**src/rtl/hazard_pkg.sv**
```systemverilog
// Shared types and constants for the pipeline hazard controller: FSM state
// encodings, forwarding select codes and the saturating counter helper.
package hazard_pkg;

  typedef enum logic [1:0] {
    BOOT  = 2'b00,
    RUN   = 2'b01,
    STALL = 2'b10
  } state_e;

  localparam logic [1:0]  FWD_REG  = 2'b00;
  localparam logic [1:0]  FWD_MEM  = 2'b10;
  localparam logic [1:0]  FWD_WB   = 2'b01;
  localparam logic [4:0]  REG_ZERO = 5'd0;
  localparam logic [15:0] CNT_MAX  = 16'hFFFF;
  localparam logic        BOOT_LAST = 1'b1;

  // Counters stick at full scale rather than wrapping.
  function automatic logic [15:0] satInc(input logic [15:0] value);
    return (value == CNT_MAX) ? value : value + 16'd1;
  endfunction

endpackage

```
**src/rtl/forward_select.sv**
```systemverilog
// One ALU operand forwarding mux select: memory stage wins over writeback,
// and register $0 never forwards.
module forward_select
  import hazard_pkg::*;
(
  input  logic [4:0] srcReg,
  input  logic [4:0] memRd,
  input  logic       memRegWrite,
  input  logic [4:0] wbRd,
  input  logic       wbRegWrite,
  input  logic       enable,
  output logic [1:0] fwdSel
);

  // Priority compare of the source field against the two younger writers.
  always_comb begin
    fwdSel = FWD_REG;
    if (!enable) begin
      fwdSel = FWD_REG;
    end else if (memRegWrite && (memRd != REG_ZERO) && (memRd == srcReg)) begin
      fwdSel = FWD_MEM;
    end else if (wbRegWrite && (wbRd != REG_ZERO) && (wbRd == srcReg)) begin
      fwdSel = FWD_WB;
    end else begin
      fwdSel = FWD_REG;
    end
  end

endmodule

```
**src/rtl/hazard_control.sv**
```systemverilog
// Pipeline hazard controller: boot sequencing, load-use stall, control-flow
// flush priority, operand forwarding and saturating performance counters.
module hazard_control
  import hazard_pkg::*;
(
  input  logic        Clk,
  input  logic        Reset,
  input  logic [4:0]  IdRs,
  input  logic [4:0]  IdRt,
  input  logic        IdUsesRt,
  input  logic [4:0]  ExRs,
  input  logic [4:0]  ExRt,
  input  logic [4:0]  ExRd,
  input  logic        ExRegWrite,
  input  logic        ExMemRead,
  input  logic [4:0]  MemRd,
  input  logic        MemRegWrite,
  input  logic [4:0]  WbRd,
  input  logic        WbRegWrite,
  input  logic        IdJump,
  input  logic        ExJr,
  input  logic        MemBranchTaken,
  input  logic        CountClear,
  output logic        PCWrite,
  output logic        FDWrite,
  output logic        FDFlush,
  output logic        DEFlush,
  output logic        EMFlush,
  output logic [1:0]  ForwardA,
  output logic [1:0]  ForwardB,
  output logic [1:0]  State,
  output logic [15:0] StallCycles,
  output logic [15:0] FlushEvents
);

  state_e      stateR;
  logic        bootCntR;
  logic [15:0] stallCntR;
  logic [15:0] flushCntR;

  logic activeS;
  logic loadUseS;
  logic stallTakenS;
  logic flushEvS;

  // ExRegWrite is part of the stage interface but the destination mux already folds it in.
  logic unusedS;
  assign unusedS = ExRegWrite;

  assign activeS = (stateR == RUN) || (stateR == STALL);

  // Load-use is only looked for in RUN; the STALL cycle already covers it.
  assign loadUseS = (stateR == RUN) && ExMemRead && (ExRd != REG_ZERO) &&
                    ((ExRd == IdRs) || (IdUsesRt && (ExRd == IdRt)));

  // Mealy pipeline control with flush priority branch > jr > stall > jump.
  always_comb begin
    PCWrite     = 1'b1;
    FDWrite     = 1'b1;
    FDFlush     = 1'b0;
    DEFlush     = 1'b0;
    EMFlush     = 1'b0;
    stallTakenS = 1'b0;
    flushEvS    = 1'b0;
    if (!activeS) begin
      PCWrite = 1'b0;
      FDWrite = 1'b0;
      FDFlush = 1'b1;
      DEFlush = 1'b1;
      EMFlush = 1'b1;
    end else if (MemBranchTaken) begin
      FDFlush  = 1'b1;
      DEFlush  = 1'b1;
      EMFlush  = 1'b1;
      flushEvS = 1'b1;
    end else if (ExJr) begin
      FDFlush  = 1'b1;
      DEFlush  = 1'b1;
      flushEvS = 1'b1;
    end else if (loadUseS) begin
      PCWrite     = 1'b0;
      FDWrite     = 1'b0;
      DEFlush     = 1'b1;
      stallTakenS = 1'b1;
    end else if (IdJump) begin
      FDFlush  = 1'b1;
      flushEvS = 1'b1;
    end else begin
      PCWrite = 1'b1;
      FDWrite = 1'b1;
    end
  end

  // State sequencing: two boot cycles, then RUN with one-cycle STALL excursions.
  always_ff @(posedge Clk or negedge Reset) begin
    if (!Reset) begin
      stateR   <= BOOT;
      bootCntR <= 1'b0;
    end else begin
      case (stateR)
        BOOT: begin
          if (bootCntR == BOOT_LAST) begin
            stateR <= RUN;
          end else begin
            bootCntR <= bootCntR + 1'b1;
          end
        end
        RUN:     stateR <= stallTakenS ? STALL : RUN;
        STALL:   stateR <= RUN;
        default: begin
          stateR   <= BOOT;
          bootCntR <= 1'b0;
        end
      endcase
    end
  end

  // Performance counters; a clear request beats any increment in the same cycle.
  always_ff @(posedge Clk or negedge Reset) begin
    if (!Reset) begin
      stallCntR <= 16'd0;
      flushCntR <= 16'd0;
    end else if (CountClear) begin
      stallCntR <= 16'd0;
      flushCntR <= 16'd0;
    end else begin
      if (stallTakenS) stallCntR <= satInc(stallCntR);
      if (flushEvS)    flushCntR <= satInc(flushCntR);
    end
  end

  forward_select uFwdA (
    .srcReg      (ExRs),
    .memRd       (MemRd),
    .memRegWrite (MemRegWrite),
    .wbRd        (WbRd),
    .wbRegWrite  (WbRegWrite),
    .enable      (activeS),
    .fwdSel      (ForwardA)
  );

  forward_select uFwdB (
    .srcReg      (ExRt),
    .memRd       (MemRd),
    .memRegWrite (MemRegWrite),
    .wbRd        (WbRd),
    .wbRegWrite  (WbRegWrite),
    .enable      (activeS),
    .fwdSel      (ForwardB)
  );

  assign State       = stateR;
  assign StallCycles = stallCntR;
  assign FlushEvents = flushCntR;

endmodule
```
**config.mk**
```make
export PLATFORM = sky130hd
export DESIGN_NAME = hazard_control
export DESIGN_NICKNAME = d
export VERILOG_FILES = /design/src/rtl/hazard_pkg.sv /design/src/rtl/forward_select.sv /design/src/rtl/hazard_control.sv
export SDC_FILE = /design/constraint.sdc
export NUM_CORES = 1
export LEC_CHECK = 0
export CORE_ASPECT_RATIO = 1.5
export CORE_MARGIN = 5
export CORE_UTILIZATION = 49
export DETAILED_ROUTE_END_ITERATION = 7
export GPL_TIMING_DRIVEN = 0
export PLACE_DENSITY = 0.87
export RECOVER_POWER = 100
export SLEW_MARGIN = 20
export SYNTH_ARGS = -nofsm -noshare
export SYNTH_HDL_FRONTEND = slang
export SYNTH_HIERARCHICAL = 1
export SYNTH_SLANG_ARGS = --single-unit
```
**constraint.sdc**
```tcl
create_clock -name Clk -period 4.85 [get_ports Clk]
set_clock_uncertainty 0.05 [all_clocks]
set_input_delay 0.97 -clock Clk [delete_from_list [all_inputs] [get_ports Clk]]
set_output_delay 0.97 -clock Clk [all_outputs]
set_load 0.005 [all_outputs]
```
; ---- After elaboration in Yosys (flattened, before gate mapping)
; Index checks and enable logic that the tools add are counted.
[totals]
ff_bits = 35
latch_bits = 0
mem_bits_rw = 0
romBits = 0
input_bits = 46
output_inout_bits = 43
word_cells = 77
n_memories = 0
[op_classes]
add_sub_neg = 3
multipliers = 0
div = 0
order_cmp = 0
eq_ne = 13
n_shift = 0
mux = 36
bitwise = 0
n_reduce_logical = 21
[op_table]
columns = cell, n
row1 = two-way mux 16 bit, 6
row2 = adder 16 x 1 -> 16 bit (second input constant), 2
row3 = equality test 16 bit (second input constant), 2
row4 = equality test 5 bit, 6
row5 = two-way mux 1 bit, 22
row6 = nonzero test 5 bit, 3
row7 = two-way mux 2 bit, 6
row8 = logical AND 1 bit, 10
row9 = inequality test 2 bit (second input constant), 3
row10 = case mux 2 bit (3 select lines), 1
row11 = AND reduction 2 bit, 2
row12 = nonzero test 2 bit, 2
row13 = equality test 2 x 1 -> 1 bit (second input constant), 1
row14 = equality test 2 bit (second input constant), 1
row15 = zero test 2 bit, 1
row16 = logical OR 1 bit, 2
row17 = case mux 1 bit (2 select lines), 1
row18 = OR reduction 2 bit, 1
row19 = adder 1 bit (second input constant), 1

; ---- Logic depth before layout (Yosys ltp)
; Gate-level depths: netlist of run 1.
[logic_depth]
word_depth = 10
ltp_mapped = 9
ltp_nobuf = 7

; ---- Hierarchy
; Netlist of run 1, hierarchy kept.
[by_module_without_submodules]
columns = module, n_inst, cells_per_inst, area_each_um2, seq_area_each_um2
row1 = hazard_control, 1, 238, 2155.8, 875.8
row2 = forward_select, 2, 21, 151.4, 0.0

; ---- Least setup slack after synthesis of run 1
; No wires, ideal clock.
[synth_timing]
path_type = input to output
from = input port ExRd[0]
to = output port PCWrite
arrival_time_ps = 2065
t_required_ps = 3830
slack_ps = 1765
cell_stages = 6
n_path_buf = 2
path_cell_list = or3_1 -> o311a_1 -> buf_6 -> nand2_8 -> o21a_1 -> buf_4
[synth_via]
elab_chain_cells = 8
elab_cells_between_ends = 11
classes_between = 2 x eq/ne / 4 x mux / 5 x reduce/logical
[synth_rtl]
columns = item, line
row1 = "start, declared", hazard_control.sv:13  ; input logic [4:0] ExRd,
row2 = equality test 5 bit, hazard_control.sv:54  ; ((ExRd == IdRs) || (IdUsesRt && (ExRd == IdRt)));
row3 = logical AND 1 bit, hazard_control.sv:54
row4 = logical OR 1 bit, hazard_control.sv:54
row5 = logical AND 1 bit (*), hazard_control.sv:53  ; assign loadUseS = (stateR == RUN) && ExMemRead && (ExRd != REG_ZERO) &&
row6 = two-way mux 1 bit (*) (4 in series), n/a
row7 = "end, declared", hazard_control.sv:24  ; output logic PCWrite,
; Mark *: on every way between the ends. The rest lies on a longest branch, timed or not.

; ---- Worst setup path in the final report of run 1
[layout_timing]
from = input port ExRd[0]
to = output port FDFlush
[layout_via]
elab_chain_cells = 8
elab_cells_between_ends = 11
classes_between = 2 x eq/ne / 4 x mux / 5 x reduce/logical
[layout_rtl]
columns = item, line
row1 = equality test 5 bit, hazard_control.sv:54
row2 = logical AND 1 bit, hazard_control.sv:54
row3 = logical OR 1 bit, hazard_control.sv:54
row4 = logical AND 1 bit (*), hazard_control.sv:53
row5 = two-way mux 1 bit (*), hazard_control.sv:80  ; end else if (loadUseS) begin
row6 = two-way mux 1 bit (*), hazard_control.sv:76  ; end else if (ExJr) begin
row7 = two-way mux 1 bit (*), hazard_control.sv:71  ; end else if (MemBranchTaken) begin
row8 = two-way mux 1 bit (*), hazard_control.sv:65  ; if (!activeS) begin
row9 = "end, declared", hazard_control.sv:26  ; output logic FDFlush,
; Marks and branches as above.

==> flow_summary.json, run 1 <==
{
  "synth.area.top_cells": "dfrtp_1 (36%), xnor2_1 (9.6%), nor2_1 (4.3%), nand3_1 (4.1%), xor2_1 (3.9%)",
  "max_stage_delay_ps": 590,
  "drv_cap": 0,
  "cts_inserted_buffers": 5,
  "final_antenna_net_count": 0,
  "vias": 2498,
  "die_h_um": 96.8,
  "grt_setup_unrepaired": "no",
  "port-buffer-count": 87,
  "synth_cells": 280,
  "grt_pass1_wl_mm": 11.1,
  "critPathRequiredTime_ps": 3830,
  "clock_power_share": 0.286,
  "crit_fanout": 8,
  "critPathSlowestCell": "dlygate4sd3_1",
  "grt_pass1_vias": 2570,
  "core_sq_um": 4850,
  "start_util": 0.507,
  "fin_crit_ps": 4410,
  "drt_iter0_drc": 178,
  "hold_class": "register to register",
  "die_area_sq_um": 6560,
  "yosysWarnings": 6,
  "nets": 427,
  "status": "finished, final reports clean",
  "design_area_sq_um": 3490,
  "crit_buf_inv": 3,
  "num_rows": 31,
  "dr.pass1.iters": 4,
  "die_x_um": 67.8,
  "cts_resized": 0,
  "synth-edff-count": 0,
  "io_pins": 89,
  "grt_max_degree": 26,
  "slew_viol_final": 0,
  "yosysMostFrequentCell": "dfrtp_1",
  "yosysTopAreaCell": "dfrtp_1",
  "ff_latch_area_sq_um": 876,
  "use_met3": 0.0498,
  "p_per_area_nw_per_um2": 235,
  "comb_power_share": 0.316,
  "final_hold_viol_count": 0,
  "startpoint_type": "primary input",
  "syn-num-nets": 332,
  "cp_cell_sequence": "dlygate4sd3_1, or3_1, o311a_1, clkbuf_1, nand2_1, nand2_1, nand2_1, clkdlybuf4s50_1",
  "ys_types": 51,
  "synth_flop_cell": "dfrtp_1",
  "critPathArrivalTime_ps": 3390,
  "tns_ps": 0,
  "clk_latency_ps": 290,
  "multi_input_area_sq_um": 1500,
  "p_leak_nw": 1.43,
  "worst_pin_slew_ps": 1330,
  "drive_gt1_frac": 0.0532,
  "ctsHtreeMaxLevel": 2,
  "synth-seq-cells": 35,
  "syn_to_final_growth_pct": 41.9,
  "grt.overflow.total": 0,
  "worst_path_most_repeated_cell": "nand2_1",
  "fmax_mhz": 227,
  "p_sw_frac": 0.308,
  "numClockSinks": 35,
  "setup_viol": 0,
  "finalWeightedCongestion": 0.863,
  "crit_path_end_kind": "output port",
  "routed_wl_mm": 6.58,
  "place_area_sq_um": 3430,
  "critPathTopFamily": "buffers and inverters",
  "via_per_inst": 5.65,
  "postCtsSetupRepairBufs": 0,
  "p_seq_frac": 0.398,
  "met2_usage": 0.369,
  "synthesis.area_sq_um": 2460,
  "slew_headroom": 0.114,
  "drc": 0,
  "hold_ws_ps": 463,
  "ir_drop_mv": 0.168,
  "ys_top_cells_by_count": "dfrtp_1 (35), nor2_1 (28), xnor2_1 (27)",
  "cts.reportedPaths.clkPinSlew_ps": 70,
  "p_sw_w": 0.000252,
  "cts_hold_buffers": 0,
  "p_int_w": 0.000566,
  "hpwl_mm": 5.31,
  "antenna_found_initial": 0,
  "min_period_over_period": 0.910,
  "syn_avg_cell_area_sq_um": 8.78,
  "top_usage_layer": "met2",
  "grt_usage": 0.212,
  "crit_type": "primary input to output port",
  "cts_buffer_depth": 2,
  "wl_per_cell_um": 14.9,
  "synthArstFlopShare": 1.00,
  "cts_tree": "done",
  "synth_top_area_frac": 0.356,
  "diodes": 0,
  "final_util": 0.720,
  "met1_usage": 0.237,
  "cts-root-buf": "clkbuf_8",
  "yosysSeqAreaShare": 0.356,
  "fillers": 379
}
routing by layer:
| layer | routed length [um] | part of all wire | up-vias |
|---|---|---|---|
| li1 | - | - | 1214 |
| met1 | 2540 | 0.39 | 1165 |
| met2 | 3400 | 0.52 | 100 |
| met3 | 459 | 0.070 | 19 |
| met4 | 182 | 0.028 | 0 |
| met5 | 0 | 0 | - |
stage by stage:
stage          instances  worst slack, ps  total power, W
6_report             442              436        0.000818
5_1_grt              442              335        0.000864
4_1_cts              442              683        0.000841
3_5_place_dp         434              687        0.000609
3_3_place_gp         433              728        0.000601
2_1_floorplan        280             1770        0.000474
cells by family (layout without fill, tap and decap cells):
logic type	count (synthesis)	count (layout)	share of synthesized area
AO/OA/AOI/OAI	47	47	0.133
adder cells (fa/ha/maj)	6	6	0.0305
multiplexers	6	6	0.0265
flip-flops	35	35	0.356
XOR/XNOR	38	38	0.135
buffers and inverters	16	112	0.0295
AND/OR/NAND/NOR	132	132	0.289
cell type report:
class	count	area share
sequential	35	0.251
clock buffer	8	0.0287
timing repair buffer	88	0.249
buffer	7	0.00861
tap	66	0.0237
inverter	9	0.00968
multi-input combinational	229	0.430
registers in the layout, indices dropped and copies added (netlist names):
signal,flops
bootCntR,1
State,2
StallCycles,16
FlushEvents,16
path summary, 6_finish.rpt:
kind	startpoint	end	slack (ps)	depth (start not counted)
max	ExRd[0]	FDFlush	440	8
min in group asynchronous	Reset	FlushEvents[4]	600	1
min reg2reg	bootCntR	bootCntR	460	1
max in group asynchronous	Reset	StallCycles[14]	2540	2
max reg2reg	State[1]	FlushEvents[1]	1890	9
min	bootCntR	bootCntR	460	1
cells in the final DEF (no fill, tap or decap), types with 3 or more instances in the layout:
| cell | count |
|---|---|
| clkbuf_8 | 7 |
| nand2_1 | 21 |
| and4_1 | 3 |
| o21a_1 | 6 |
| nand4_1 | 10 |
| ha_1 | 6 |
| or4_1 | 4 |
| nor4_1 | 6 |
| or3_1 | 5 |
| or2_2 | 3 |
| clkdlybuf4s50_1 | 43 |
| nand3_1 | 20 |
| dlygate4sd3_1 | 43 |
| a21oi_1 | 11 |
| nor3_1 | 12 |
| inv_1 | 8 |
| nor2_1 | 28 |
| xnor2_1 | 27 |
| nand3b_1 | 3 |
| o21ai_0 | 8 |
| and2_1 | 3 |
| o31ai_1 | 6 |
| clkbuf_1 | 9 |
| dfrtp_1 | 35 |
| mux2_2 | 4 |
| xor2_1 | 11 |
power by group through the flow:
stage	registers, W	clock network, W	logic, W
after floorplan	0.000329	0	0.000145
after global placement	0.000331	0	0.000270
after detailed placement	0.000331	0	0.000278
after CTS	0.000326	0.000237	0.000279
after global routing	0.000328	0.000251	0.000285
final	0.000326	0.000234	0.000259
No activity file was read; power rests on OpenSTA's default activity.
==> inputs of run 2 (changes only) <==
Settings changed: CORE_ASPECT_RATIO 1.5 to default.
==> run 2 against run 1 <==
First-iteration DRC count down 39%. Non-clock buffer count unchanged. Count of clock-buffer cells in the layout down 2. Combinational power up 2%. Die area down 0.44%. Hold slack better by 6.3 ps. Sequential cell count unchanged. Setup slack worse by 81 ps. Register-to-register slack worse by 50 ps. Final area down 0.32%.
==> flow_summary.json, run 2 (synthesis gave the netlist of run 1 again) <==
{
  "ctsHtreeMaxLevel": 2,
  "io_pins": 89,
  "final_hold_viol_count": 0,
  "crit_path_end_kind": "output port",
  "via_per_inst": 5.70,
  "fin_crit_ps": 4500,
  "drt_iter0_drc": 108,
  "start_util": 0.514,
  "fmax_mhz": 222,
  "num_rows": 25,
  "slew_headroom": 0.302,
  "grt_pass1_vias": 2568,
  "hold_class": "register to register",
  "clk_latency_ps": 290,
  "nets": 427,
  "drive_gt1_frac": 0.0533,
  "grt_setup_unrepaired": "no",
  "cts_resized": 0,
  "worst_path_most_repeated_cell": "dlygate4sd3_1",
  "grt_max_degree": 20,
  "hold_ws_ps": 469,
  "drc": 0,
  "p_leak_nw": 1.42,
  "fin_ws_ps": 354,
  "fillers": 380,
  "cts_inserted_buffers": 5,
  "cts_buffer_depth": 2,
  "startpoint_type": "primary input",
  "critPathSlowestCell": "dlygate4sd3_1",
  "mostFrequentLayoutCells": "clkdlybuf4s50_1 (43), dlygate4sd3_1 (43), dfrtp_1 (35)",
  "syn_to_final_growth_pct": 41.5,
  "final_antenna_net_count": 0,
  "antenna_found_initial": 0,
  "status": "finished, final reports clean",
  "numClockSinks": 35,
  "wl_per_cell_um": 16.1,
  "p_total_w": 0.000809,
  "drv_cap": 0,
  "crit_type": "primary input to output port",
  "grt_usage": 0.237,
  "cts_tree": "done",
  "die_x_um": 80.8,
  "dr.pass1.iters": 4,
  "tns_ps": 0,
  "worst_pin_slew_ps": 1050,
  "grt_pass1_wl_mm": 12.0,
  "cts.reportedPaths.clkPinSlew_ps": 70,
  "hpwl_mm": 5.65,
  "die_h_um": 80.8,
  "finalWeightedCongestion": 0.893,
  "postCtsSetupRepairBufs": 0,
  "cts_hold_buffers": 0,
  "grt.overflow.total": 0,
  "min_period_over_period": 0.927,
  "cp_cell_sequence": "dlygate4sd3_1, or3_1, o311a_1, clkbuf_1, nand2_8, o21a_1, buf_4, dlygate4sd3_1",
  "max_stage_delay_ps": 600,
  "ir_drop_mv": 0.155,
  "critPathRequiredTime_ps": 3830,
  "port-buffer-count": 87,
  "critPathArrivalTime_ps": 3480,
  "p_per_area_nw_per_um2": 232,
  "vias": 2521,
  "core_sq_um": 4790,
  "diodes": 0,
  "crit_fanout": 8,
  "place_ws_ps": 640,
  "cts-root-buf": "clkbuf_8",
  "routed_wl_mm": 7.13,
  "slew_viol_final": 0,
  "die_area_sq_um": 6530,
  "setup_viol": 0
}
-- run 2: changes by cell type in the layout (fill, tap and decap cells not counted) --
cell      delta
clkbuf_1     -1
clkbuf_8     -1
clkinv_2     +1
-- run 2: path summary, 6_finish.rpt --
kind                           from         endpoint  slack, ps  depth (start not counted)
hold / removal             bootCntR         bootCntR        470                          1
hold reg to reg            bootCntR         bootCntR        470                          1
setup reg to reg           State[1]   FlushEvents[1]       1840                          9
min in group asynchronous     Reset  FlushEvents[11]        730                          1
setup / recovery            ExRd[1]          PCWrite        350                          8
max in group asynchronous     Reset   StallCycles[1]       2570                          2
-- run 2: area by class of cell --
| type | count | area, sq um | share of cell area |
|---|---|---|---|
| Multi-Input combinational cell | 229 | 1500 | 0.431 |
| Sequential cell | 35 | 876 | 0.252 |
| Timing Repair Buffer | 88 | 868 | 0.250 |
| Tap cell | 67 | 83.8 | 0.0241 |
| Clock buffer | 6 | 82.6 | 0.0237 |
| Inverter | 9 | 33.8 | 0.00971 |
| Buffer | 7 | 30.0 | 0.00863 |
| Clock inverter | 1 | 5.00 | 0.00144 |
-- run 2: metrics by stage --
stage / cell area [sq um] / utilization / std cells
2_1_floorplan: 2460 / - / 280
3_3_place_gp: 3410 / 0.713 / 434
3_5_place_dp: 3440 / 0.718 / 435
4_1_cts: 3520 / 0.736 / 442
5_1_grt: 3480 / 0.727 / 442
6_report: 3480 / 0.727 / 442
-- run 2: worst max-delay path, delay by kind of cell --
| family | cells | cell delay [ps] |
|---|---|---|
| AOI/OAI and AO/OA | 2 | 450 |
| buffers and inverters | 4 | 1550 |
| and+or+nand+nor | 2 | 500 |
-- run 2: where the power goes --
part           switching (W)  internal (W)  total, W
combinational       0.000135      0.000129  0.000263
sequential         0.0000184      0.000307  0.000325
clock               0.000108      0.000111  0.000220
-- run 2: routing by layer --
metal / global-route usage / vias to the layer above / part of all wire
met2: 0.403 / 95 / 0.50
met3: 0.0510 / 21 / 0.068
met4: 0.0997 / 0 / 0.027
met1: 0.291 / 1199 / 0.40
met5: 0 / - / 0
li1: - / 1206 / -
